[src/rtl/peripheral_status_sampler_pkg.sv]
// Shared peripheral types and sizing constants for the status input path.
package peripherals;

    localparam int unsigned NUM_BUTTONS             = 5;
    localparam int unsigned NUM_SWITCHES            = 16;
    localparam int unsigned DEFAULT_DEBOUNCE_CYCLES = 1000000;

    // Button order as packed on the board header: center is the MSB.
    typedef struct packed {
        logic center;
        logic left;
        logic right;
        logic up;
        logic down;
    } buttons_t;

    // Status word read by the CPU: buttons in bits 20:16, switches in 15:0.
    typedef struct packed {
        buttons_t    button_state;
        logic [15:0] switch_state;
    } peripheral_status_bus_t;

endpackage : peripherals

[src/rtl/peripheral_status_sampler_debounce_bit.sv]
// One input bit: metastability synchroniser followed by a restart-on-bounce
// debounce counter. The stable value only flips after the synchronised input
// has disagreed with it for DEBOUNCE_CYCLES consecutive cycles.
module debounce_bit #(
    parameter int unsigned DEBOUNCE_CYCLES = 1000000,
    parameter int unsigned SYNC_STAGES     = 2
) (
    input  logic clk,
    input  logic rst_n,
    input  logic raw_i,
    output logic stable_o
);

    localparam int unsigned CNT_W = $clog2(DEBOUNCE_CYCLES + 1);
    localparam logic [CNT_W-1:0] CNT_MAX = CNT_W'(DEBOUNCE_CYCLES - 1);

    logic [SYNC_STAGES-1:0] sync_q;
    logic                   sync_s;
    logic [CNT_W-1:0]       cnt_q;
    logic [CNT_W-1:0]       cnt_d;
    logic                   stable_q;
    logic                   stable_d;

    assign sync_s   = sync_q[SYNC_STAGES-1];
    assign stable_o = stable_q;

    // Plain flop chain, nothing between stages, to resolve metastability.
    always_ff @(posedge clk or negedge rst_n) begin
        if (!rst_n) begin
            sync_q <= '0;
        end else begin
            sync_q <= {sync_q[SYNC_STAGES-2:0], raw_i};
        end
    end

    // Count consecutive disagreement; any agreement restarts from zero.
    always_comb begin
        cnt_d    = cnt_q;
        stable_d = stable_q;
        if (sync_s == stable_q) begin
            cnt_d = '0;
        end else if (cnt_q == CNT_MAX) begin
            stable_d = sync_s;
            cnt_d    = '0;
        end else begin
            cnt_d = cnt_q + CNT_W'(1);
        end
    end

    // Debounce counter and stable value registers.
    always_ff @(posedge clk or negedge rst_n) begin
        if (!rst_n) begin
            cnt_q    <= '0;
            stable_q <= 1'b0;
        end else begin
            cnt_q    <= cnt_d;
            stable_q <= stable_d;
        end
    end

endmodule : debounce_bit

[src/rtl/peripheral_status_sampler.sv]
// Board button/switch sampler: debounces every raw pin, registers the packed
// status word and derives button press pulses, sticky press flags (W1C) and
// a status-changed pulse aligned with the new status value.
module peripheral_status_sampler
    import peripherals::*;
#(
    parameter int unsigned DEBOUNCE_CYCLES = DEFAULT_DEBOUNCE_CYCLES,
    parameter int unsigned SYNC_STAGES     = 2
) (
    input  logic                             clk,
    input  logic                             rst_n,
    input  logic [NUM_BUTTONS-1:0]           btn_raw,
    input  logic [NUM_SWITCHES-1:0]          sw_raw,
    output peripheral_status_bus_t           status,
    output logic [NUM_BUTTONS-1:0]           btn_press_pulse,
    output logic [NUM_BUTTONS-1:0]           btn_press_sticky,
    input  logic [NUM_BUTTONS-1:0]           sticky_clear,
    output logic                             status_changed
);

    localparam int unsigned NUM_BITS = NUM_BUTTONS + NUM_SWITCHES;

    logic [NUM_BITS-1:0]    raw_s;
    logic [NUM_BITS-1:0]    stable_s;
    logic [NUM_BUTTONS-1:0] stable_btn_s;
    logic [NUM_BUTTONS-1:0] status_btn_s;

    peripheral_status_bus_t status_q;
    peripheral_status_bus_t status_d;
    logic [NUM_BUTTONS-1:0] pulse_q;
    logic [NUM_BUTTONS-1:0] pulse_d;
    logic [NUM_BUTTONS-1:0] sticky_q;
    logic [NUM_BUTTONS-1:0] sticky_d;
    logic                   changed_q;
    logic                   changed_d;

    // Bit layout of raw_s matches the status bus so index i maps straight through.
    assign raw_s = {btn_raw, sw_raw};

    for (genvar i = 0; i < NUM_BITS; i++) begin : g_db
        debounce_bit #(
            .DEBOUNCE_CYCLES (DEBOUNCE_CYCLES),
            .SYNC_STAGES     (SYNC_STAGES)
        ) u_debounce_bit (
            .clk      (clk),
            .rst_n    (rst_n),
            .raw_i    (raw_s[i]),
            .stable_o (stable_s[i])
        );
    end

    assign stable_btn_s = stable_s[NUM_BITS-1:NUM_SWITCHES];
    assign status_btn_s = status_q.button_state;

    // Press = debounced rising edge of a button; the sticky set wins over clear.
    always_comb begin
        status_d  = stable_s;
        pulse_d   = stable_btn_s & ~status_btn_s;
        sticky_d  = (sticky_q & ~sticky_clear) | pulse_d;
        changed_d = |(stable_s ^ NUM_BITS'(status_q));
    end

    // Output registers; everything the CPU sees comes straight from a flop.
    always_ff @(posedge clk or negedge rst_n) begin
        if (!rst_n) begin
            status_q  <= '0;
            pulse_q   <= '0;
            sticky_q  <= '0;
            changed_q <= 1'b0;
        end else begin
            status_q  <= status_d;
            pulse_q   <= pulse_d;
            sticky_q  <= sticky_d;
            changed_q <= changed_d;
        end
    end

    assign status           = status_q;
    assign btn_press_pulse  = pulse_q;
    assign btn_press_sticky = sticky_q;
    assign status_changed   = changed_q;

endmodule : peripheral_status_sampler

[config.mk]
export PLATFORM = sky130hd
export DESIGN_NAME = peripheral_status_sampler
export DESIGN_NICKNAME = d
export VERILOG_FILES = /design/src/rtl/peripheral_status_sampler_pkg.sv /design/src/rtl/peripheral_status_sampler_debounce_bit.sv /design/src/rtl/peripheral_status_sampler.sv
export SDC_FILE = /design/constraint.sdc
export NUM_CORES = 1
export LEC_CHECK = 0
export BUFFER_PORTS_ARGS = -buffer_cell sky130_fd_sc_hd__buf_2
export CAP_MARGIN = 20
export CORE_ASPECT_RATIO = 1.75
export CORE_MARGIN = 4
export CORE_UTILIZATION = 47
export DETAILED_ROUTE_END_ITERATION = 10
export GPL_TIMING_DRIVEN = 0
export SLEW_MARGIN = 20
export SYNTH_ARGS = -nofsm -noshare
export SYNTH_HDL_FRONTEND = slang
export SYNTH_SLANG_ARGS = --single-unit
export TNS_END_PERCENT = 10
[constraint.sdc]
create_clock -name clk -period 2.67 [get_ports clk]
set_input_delay 0.267 -clock clk [delete_from_list [all_inputs] [get_ports clk]]
set_output_delay 0.267 -clock clk [all_outputs]
set_load 0.1 [all_outputs]
==> results_dict.tcl, run 1 <==
set metrics [dict create \
    dp_cells 3117 \
    core_area_um2 50600 \
    cts_buffer_depth 3 \
    rsz0062_at_grt "false" \
    grt_max_degree 100 \
    setup_viol 0 \
    track_usage_pct 18.2 \
    fillers 4470 \
    cts-htree-levels 2 \
    p_leak_nw 11.4 \
    dieWidth_um 179 \
    ant_nets 0 \
    clock.fmax_ghz 0.425 \
    cp-end-kind "flip-flop" \
    start_util_pct 47.7 \
    wirelength_um 48900 \
    synth_area_per_cell_um2 10.1 \
    cts_root_buf "clkbuf_16" \
    syn-num-nets 2440 \
    synth_cell_types 47 \
    post-cts-setup-buffer-count 0 \
    max-vdd-ir-drop_uv 535 \
    fin_nets 2584 \
    drv_cap 0 \
    syn_inst 2386 \
    crit_type "reg2reg" \
    finClkSkew_ns 0.0123 \
    gp_congestion 0.803 \
    antenna_found_initial 1 \
    dpl_worst_slack_ns 0.292 \
    status "finished clean" \
    setup_ws_ns 0.318 \
    via_per_inst 5.48 \
    synth_edf_count 0 \
    syn_to_final_growth_pct 14.4 \
    min_period_over_period_pct 88.1 \
    die_y_um 308 \
    multiInputGateArea_um2 10700 \
    dr.pass1.iters 7 \
    critPathMaxFanout 10 \
    clkTransAtPathRegs_ns 0.06 \
    cts_buffers 50 \
    fin_cells 3238 \
    synth_common_cells "515 x dfrtp_1, 363 x nor2_1, 193 x xnor2_1, 150 x nand3_1, 121 x xor2_1" \
    finalHoldViolCount 0 \
    dieArea_um2 55100 \
    wl_per_cell_um 15.1 \
    start_kind "flip-flop" \
    yosysTopAreaCellShare_pct 53.4 \
    worst_slew_pin_slew_ns 0.883 \
    yosysMostFrequentCell "dfrtp_1" \
    synth_ff_type "dfrtp_1" \
    fin_crit_ns 2.35 \
    maxSlewHeadroom_pct 40.6 \
    route.detailed.drc 0 \
    first_iter_violations 847 \
    synth_area_leader_cell "dfrtp_1" \
    async_reset_ff_share_pct 100 \
    vias 17800 \
    required_ns 3.10 \
    register_area_um2 12900 \
    clk_latency_ns 0.57 \
    yosys-top-cells-area "dfrtp_1 53%, xnor2_1 7.0%, nor2_1 5.6%, xor2_1 4.4%, nand3_1 3.1%" \
    cts_tree "built" \
    power_density_nw_per_um2 599 \
    ys_ff_latch 515 \
    io_buffers 59 \
    cts.sinks 515 \
    io_pins 60 \
    ys_warn_count 0 \
    hp-class "in2async" \
    grt_pass1_vias 18400 \
    hpwl_um 34100 \
    grt_remaining_overflow 0 \
    slew_viol_final 0 \
    drive_gt1_share_pct 8.44 \
    netlist_area_um2 24100 \
    crit_arrival_ns 2.79 \
    std_cell_rows 109 \
    grt_first_pass_wirelength_um 85400 \
    synth_seq_area_share_pct 53.4 \
]
-- registers in the layout (all words and copies together) (netlist names) --
signal and flops:
g_db.u_debounce_bit.cnt_q 420, g_db.u_debounce_bit.sync_q 42, g_db.u_debounce_bit.stable_o 21, status 21, btn_press_pulse 5, btn_press_sticky 5, status_changed 1
-- per-layer routing --
metal | part of all wire [%] | GRT usage [%] | vias up
li1 | - | - | 8742
met1 | 41 | 21.0 | 8721
met2 | 54 | 34.1 | 199
met3 | 3.0 | 2.52 | 89
met4 | 2.8 | 5.87 | 0
met5 | 0 | 0 | -
-- path summary, 6_finish.rpt --
| check | from | end | slack [ns] | depth (start not counted) |
|---|---|---|---|---|
| min reg2reg | g_db[7].u_debounce_bit.sync_q[0] | g_db[7].u_debounce_bit.sync_q[1] | 0.35 | 0 |
| max in group asynchronous | rst_n | g_db[3].u_debounce_bit.cnt_q[12] | 1.09 | 5 |
| min in group clk | btn_raw[2] | g_db[18].u_debounce_bit.sync_q[0] | 0.33 | 2 |
| max reg2reg | g_db[19].u_debounce_bit.cnt_q[0] | g_db[19].u_debounce_bit.cnt_q[10] | 0.32 | 6 |
| max | g_db[19].u_debounce_bit.cnt_q[0] | g_db[19].u_debounce_bit.cnt_q[10] | 0.32 | 6 |
| min | rst_n | g_db[15].u_debounce_bit.cnt_q[16] | 0.11 | 2 |
-- report_power, final --
part | switching (mW) | total (mW) | internal [mW]
clock network | 3.05 | 7.99 | 4.95
registers | 0.0993 | 8.01 | 7.91
logic | 0.351 | 0.523 | 0.172
total | 3.50 | 16.5 | 13.0
-- cell usage in the layout (no fill, tap or decap), drive strengths merged, types with 52 or more instances in the layout --
master	synthesis	routed
nor3	77	77
a21oi	97	97
dfrtp	515	515
inv	89	89
o21ai	70	70
and3	52	52
xor2	121	121
nand2	115	115
xnor2	193	193
nor2	363	363
or3	65	65
clkbuf	41	114
nor4	76	76
nand3	153	153
buf	14	79
nand4	103	103
-- worst max-delay path, cell delays in order (launching register included) --
cell      delay, ns
dfrtp_1        0.40
ha_1           0.25
and2_1         0.17
nand3_1        0.18
o41ai_4        0.70
clkbuf_1       0.42
nor2_1         0.10
-- stage by stage --
step / area, um2 / total power [mW] / hold slack, ns / utilization [%] / setup TNS (ns)
2_1_floorplan: 24100 / 8.37 / -0.0286 / - / 0
3_3_place_gp: 25200 / 8.63 / 0.333 / 49.9 / -4682.59
3_5_place_dp: 25400 / 8.67 / 0.0940 / 50.2 / 0
4_1_cts: 27600 / 16.8 / 0.0848 / 54.5 / 0
5_1_grt: 27600 / 17.2 / 0.115 / 54.5 / 0
6_report: 27600 / 16.5 / 0.113 / 54.5 / 0
-- timing repair --
action | in CTS | in global routing
resized for setup | 0 | 0
hold buffers | 27 | 0
hold endpoints to repair | 231 | 0
-- cell type report --
| cell class | count | share of cell area, % |
|---|---|---|
| timing repair buffer | 92 | 2.68 |
| clock inverter | 20 | 1.32 |
| sequential | 515 | 46.7 |
| inverter | 89 | 1.21 |
| multi-input combinational | 1727 | 38.6 |
| buffer | 55 | 0.875 |
| clock buffer | 73 | 5.55 |
| antenna | 1 | 0.00907 |
| tap | 666 | 3.02 |
-- cell families (layout without fill, tap and decap cells) --
group                      count (synthesis)  in the layout  synth area share (%)
and+or+nand+nor                         1138           1138                  24.6
buffers and inverters                    144            329                  2.39
adders and majority gates                 26             26                  1.35
AOI/OAI and AO/OA                        224            224                  5.71
DFF                                      515            515                  53.4
other                                      0              1                     0
xor gates and xnor gates                 314            314                  11.4
muxes                                     25             25                  1.15
Power figures use the tool's default switching activity.
==> run 2: changes to the inputs <==
Settings changed: MAX_ROUTING_LAYER from default to met4.
Clock period 2.67 ns to 2.46 ns, I/O delays scaled along.
==> run 2 against run 1 <==
Effect of this change:
- die area is the same
- count of clock-buffer cells in the layout is the same
- sequential power rose by 8.6%
- first-iteration DRC count grew 2.4%
- sequential cell count did not move
- combinational power grew 9.2%
- hold slack worse by 0.023 ns
- critical endpoint is now g_db[12].u_debounce_bit.cnt_q[4]
- largest cell class unchanged
- largest power group unchanged
- highest routed layer unchanged
==> results_dict.tcl, run 2 (same netlist as run 1, synthesis figures left out) <==
set metrics [dict create \
    layout_common_cells "515 x dfrtp_1, 363 x nor2_1, 193 x xnor2_1" \
    cts_buffer_depth 3 \
    clock.fmax_ghz 0.442 \
    hp-class "in2async" \
    reg2reg_from "g_db[12].u_debounce_bit.cnt_q[6]" \
    fin_nets 2586 \
    cts_buffers 50 \
    dieArea_um2 55100 \
    register_area_um2 12900 \
    post-route-util_pct 54.6 \
    cts_tree "built" \
    min_period_over_period_pct 91.9 \
    cts-htree-levels 2 \
    grt_pass1_vias 18400 \
    clk_latency_ns 0.58 \
    dr.pass1.iters 6 \
    track_usage_pct 18.7 \
    vias 17800 \
    wirelength_um 49000 \
    first_iter_violations 867 \
    fin_cells 3240 \
    reg_top3 "g_db.u_debounce_bit.cnt_q (420), g_db.u_debounce_bit.sync_q (42)" \
    r2r_end "g_db[12].u_debounce_bit.cnt_q[4]" \
    required_ns 2.92 \
    largest_reg_flops 420 \
    setup_viol 0 \
    critPathMaxFanout 10 \
    regToRegSetupSlack_ns 0.20 \
    syn_to_final_growth_pct 14.5 \
    finalHoldViolCount 0 \
    die_y_um 308 \
    route.detailed.drc 0 \
    cp-end-kind "flip-flop" \
    std_cell_rows 109 \
    io_buffers 59 \
    dp_cells 3117 \
    cts.sinks 515 \
    start_util_pct 47.7 \
    via_per_inst 5.50 \
    antenna_found_initial 1 \
    multiInputGateArea_um2 10700 \
    postCtsResizedCells 0 \
    worst_slew_pin_slew_ns 0.852 \
    final_common_cell "dfrtp_1" \
    setup_ws_ns 0.200 \
    fillers 4468 \
    dieWidth_um 179 \
    start_kind "flip-flop" \
    reg2reg_depth 5 \
    dpl_worst_slack_ns 0.0823 \
    ant_nets 0 \
    status "finished clean" \
    io_pins 60 \
    finClkSkew_ns 0.0140 \
    gp_congestion 0.814 \
    drv_cap 0 \
    core_area_um2 50600 \
    crit_type "reg2reg" \
    grt_first_pass_wirelength_um 85500 \
    max-vdd-ir-drop_uv 580 \
    crit_arrival_ns 2.72 \
    power_density_nw_per_um2 650 \
    grt_max_degree 100 \
    fin_crit_ns 2.26 \
    clkTransAtPathRegs_ns 0.06 \
    rsz0062_at_grt "false" \
    maxSlewHeadroom_pct 42.7 \
    grt_remaining_overflow 0 \
    regMostFlops "g_db.u_debounce_bit.cnt_q" \
    hpwl_um 34100 \
    p_leak_nw 11.3 \
    hold_ws_ns 0.0903 \
    drive_gt1_share_pct 8.51 \
    wl_per_cell_um 15.1 \
    slew_viol_final 0 \
    cts_root_buf "clkbuf_16" \
]
==> run 2: cell count changes in the layout (fill, tap and decap cells not counted), sizes merged <==
cell,delta
buf,+2
==> run 2: worst max path at each step <==
stage / startpoint / endpoint / slack, ns / depth (start not counted)
detailed placement: g_db[19].u_debounce_bit.cnt_q[0] / g_db[19].u_debounce_bit.cnt_q[7] / 0.08 / 6
global placement: rst_n / g_db[14].u_debounce_bit.cnt_q[12] / -9.36 / 1
finish: g_db[12].u_debounce_bit.cnt_q[6] / g_db[12].u_debounce_bit.cnt_q[4] / 0.20 / 5
global route: g_db[18].u_debounce_bit.cnt_q[0] / g_db[18].u_debounce_bit.cnt_q[11] / 0.04 / 6
CTS: g_db[19].u_debounce_bit.cnt_q[0] / g_db[19].u_debounce_bit.cnt_q[7] / 0.07 / 6
floorplan: g_db[17].u_debounce_bit.cnt_q[12] / g_db[17].u_debounce_bit.stable_o / 0.38 / 4
==> run 2: cell type report <==
class | instances | area share (%)
flip-flops and latches | 515 | 46.7
diodes | 1 | 0.00906
multi-input cells | 1727 | 38.6
well taps | 666 | 3.02
inverters | 89 | 1.21
clock inverters | 20 | 1.32
clock buffers | 73 | 5.55
repair buffers | 94 | 2.74
plain buffers | 55 | 0.875
==> run 2: routing by layer <==
| layer | global-route usage [%] | part of all wire [%] | vias to the layer above |
|---|---|---|---|
| li1 | - | - | 8742 |
| met1 | 21.1 | 41 | 8765 |
| met2 | 34.1 | 54 | 207 |
| met3 | 2.44 | 3.0 | 92 |
| met4 | 5.87 | 2.8 | 0 |
| met5 | - | 0 | - |
==> run 2: timing repair <==
item | 4_1_cts | 5_1_grt
endpoints found under the setup margin | 0 | 10
buffers inserted | 0 | 2
hold buffers | 27 | 0
hold endpoints to repair | 231 | 0
==> run 2: power by group <==
group	total, mW	switching [mW]	internal, mW	leakage (nW)
Combinational	0.571	0.382	0.189	3.38
Clock	8.68	3.31	5.37	0.924
Sequential	8.70	0.108	8.59	7.05
Total	17.9	3.80	14.1	11.3
==> run 2: worst max-delay path: stages, from the launching register on <==
cell	delay, ns
dfrtp_1	0.43
or4b_1	0.52
or4_4	0.56
o21ai_4	0.31
buf_4	0.25
nor2_1	0.07
==> run 2: per-stage QoR <==
stage	area (um2)	total power, mW	setup TNS, ns
floorplan	24100	9.08	0
global placement	25200	9.36	-4779.92
detailed placement	25400	9.41	0
CTS	27600	18.3	0
global route	27600	18.7	0
finish	27600	17.9	0
==> run 3: changes to the inputs <==
Settings changed: ABC_AREA from default to 0, GPL_TIMING_DRIVEN 0 to default, SETUP_SLACK_MARGIN from default to 0.4.
==> run 3 against run 2 <==
Effect of this change:
- total power fell by 4.0%
- hold slack improved by 0.072 ns
- largest cell class unchanged
- critical endpoint is now g_db[18].u_debounce_bit.stable_o
- global-route usage up 0.065 points
- largest power group unchanged
- combinational power is 3% higher
- final cell count down 0.15%
==> results_dict.tcl, run 3 (same netlist as run 1, synthesis figures left out) <==
set metrics [dict create \
    register_area_um2 12900 \
    crit_slowest_cell "or4_4" \
    dieWidth_um 179 \
    die_y_um 308 \
    crit_path_max_incr_delay_ns 0.53 \
    finalHoldViolCount 0 \
    cts_buffer_depth 3 \
    cts_root_buf "clkbuf_16" \
    hp-class "in2async" \
    syn_to_final_growth_pct 15.0 \
    cts-htree-levels 2 \
    final_common_cell "dfrtp_1" \
    core_area_um2 50600 \
    power_density_nw_per_um2 621 \
    worst_slew_pin_slew_ns 0.669 \
    via_per_inst 5.55 \
    wirelength_um 49600 \
    std_cell_rows 109 \
    crit_type "reg2reg" \
    drv_cap 0 \
    reg_top3 "g_db.u_debounce_bit.cnt_q (420), g_db.u_debounce_bit.sync_q (42)" \
    maxSlewHeadroom_pct 55.0 \
    ant_nets 0 \
    cts_tree "built" \
    slew_viol_final 0 \
    setup-tns-final_ns 0 \
    p_leak_nw 11.4 \
    route.met2.wl_um 26700 \
    top_layer_used "met4" \
    fin_crit_ns 2.11 \
    finClkSkew_ns 0.0166 \
    io_pins 60 \
    required_ns 2.89 \
    drt-met1-wl_um 20200 \
    crit_arrival_ns 2.54 \
    fin_nets 2586 \
    wl_per_cell_um 15.3 \
    io_buffers 59 \
    start_kind "flip-flop" \
    start_util_pct 47.7 \
    first_iter_violations 776 \
    vias 17900 \
    dpl_worst_slack_ns 0.251 \
    grt_max_degree 113 \
    cts.sinks 515 \
    rsz0062_at_grt "true" \
    grt_first_pass_wirelength_um 86000 \
    hpwl_um 34000 \
    multiInputGateArea_um2 10800 \
    grt_pass1_vias 18400 \
    track_usage_pct 18.8 \
    fillers 4435 \
    dieArea_um2 55100 \
    largest_reg_flops 420 \
    max-vdd-ir-drop_uv 865 \
    route.met3.wl_um 1490 \
    critPathMaxFanout 6 \
    clkTransAtPathRegs_ns 0.06 \
    reg2reg_depth 4 \
    grt_remaining_overflow 0 \
    status "finished clean" \
    min_period_over_period_pct 85.8 \
    cp-end-kind "flip-flop" \
    clock.fmax_ghz 0.474 \
    gp_congestion 0.830 \
    clk_latency_ns 0.57 \
    regMostFlops "g_db.u_debounce_bit.cnt_q" \
    placed_area_um2 25500 \
    design_area_um2 27700 \
    route.detailed.drc 0 \
    antenna_cells 0 \
    setup_viol 0 \
    cts_buffers 50 \
    drive_gt1_share_pct 11.1 \
    setup_ws_ns 0.348 \
    path_cells "or4b_1 > or4_4 > nor2_4 > mux2_2" \
    antenna_found_initial 0 \
    dr.pass1.iters 5 \
    layout_common_cells "511 x dfrtp_1, 360 x nor2_1, 193 x xnor2_1" \
]
run 3: cell count changes in the layout (fill, tap and decap cells not counted), sizes merged:
| cell | change |
|---|---|
| diode | -1 |
| inv | +1 |
| clkbuf | -43 |
| buf | +41 |
| clkinv | +4 |
| bufinv | -5 |
| clkinvlp | -2 |
run 3: routing by layer:
layer	track usage [%]	vias to the layer above
li1	-	8721
met1	22.0	8890
met2	33.8	243
met3	2.32	91
met4	5.35	0
met5	-	-
run 3: final timing paths:
| path | endpoint | start | slack [ns] |
|---|---|---|---|
| max | g_db[18].u_debounce_bit.stable_o | g_db[18].u_debounce_bit.cnt_q[12] | 0.35 |
| min | g_db[19].u_debounce_bit.cnt_q[19] | rst_n | 0.16 |
| max reg2reg | g_db[18].u_debounce_bit.stable_o | g_db[18].u_debounce_bit.cnt_q[12] | 0.35 |
| min reg2reg | g_db[17].u_debounce_bit.sync_q[1] | g_db[17].u_debounce_bit.sync_q[0] | 0.35 |
| max in group asynchronous | g_db[18].u_debounce_bit.cnt_q[12] | rst_n | 1.33 |
| min in group clk | g_db[4].u_debounce_bit.sync_q[0] | sw_raw[4] | 0.32 |
run 3: layout make-up:
cell class | count | area share [%]
Timing Repair Buffer | 149 | 4.12
Sequential cell | 515 | 46.5
Multi-Input combinational cell | 1727 | 39.0
Inverter | 89 | 1.20
Clock buffer | 71 | 5.35
Clock inverter | 18 | 0.799
Tap cell | 666 | 3.01
run 3: timing repair:
item	4_1_cts	5_1_grt
gates cloned	0	1
resized for setup	0	26
hold buffers	27	0
buffers inserted	6	9
pin swaps	3	10
endpoints found under the hold margin	116	0
setup endpoints to repair	60	108
run 3: critical path, delay by kind of cell, from the launching register on:
family	cells	cell delay (ns)
flops	1	0.44
mux	1	0.35
simple gates	3	1.19
run 3: metrics by stage:
stage               total power, mW  hold WS (ns)  util, %  instances
detailed placement             9.41         0.139     50.4       3103
CTS                            17.5         0.163     54.4       3225
floorplan                      9.08       -0.0496        -       2386
finish                         17.2         0.163     54.8       3235
global route                   18.0         0.177     54.8       3235
global placement               9.38         0.142     50.4       3103
run 3: where the power goes:
group	switching (mW)	total, mW	internal (mW)
clock network	3.22	7.93	4.71
logic	0.381	0.588	0.208
registers	0.115	8.70	8.59
total	3.71	17.2	13.5
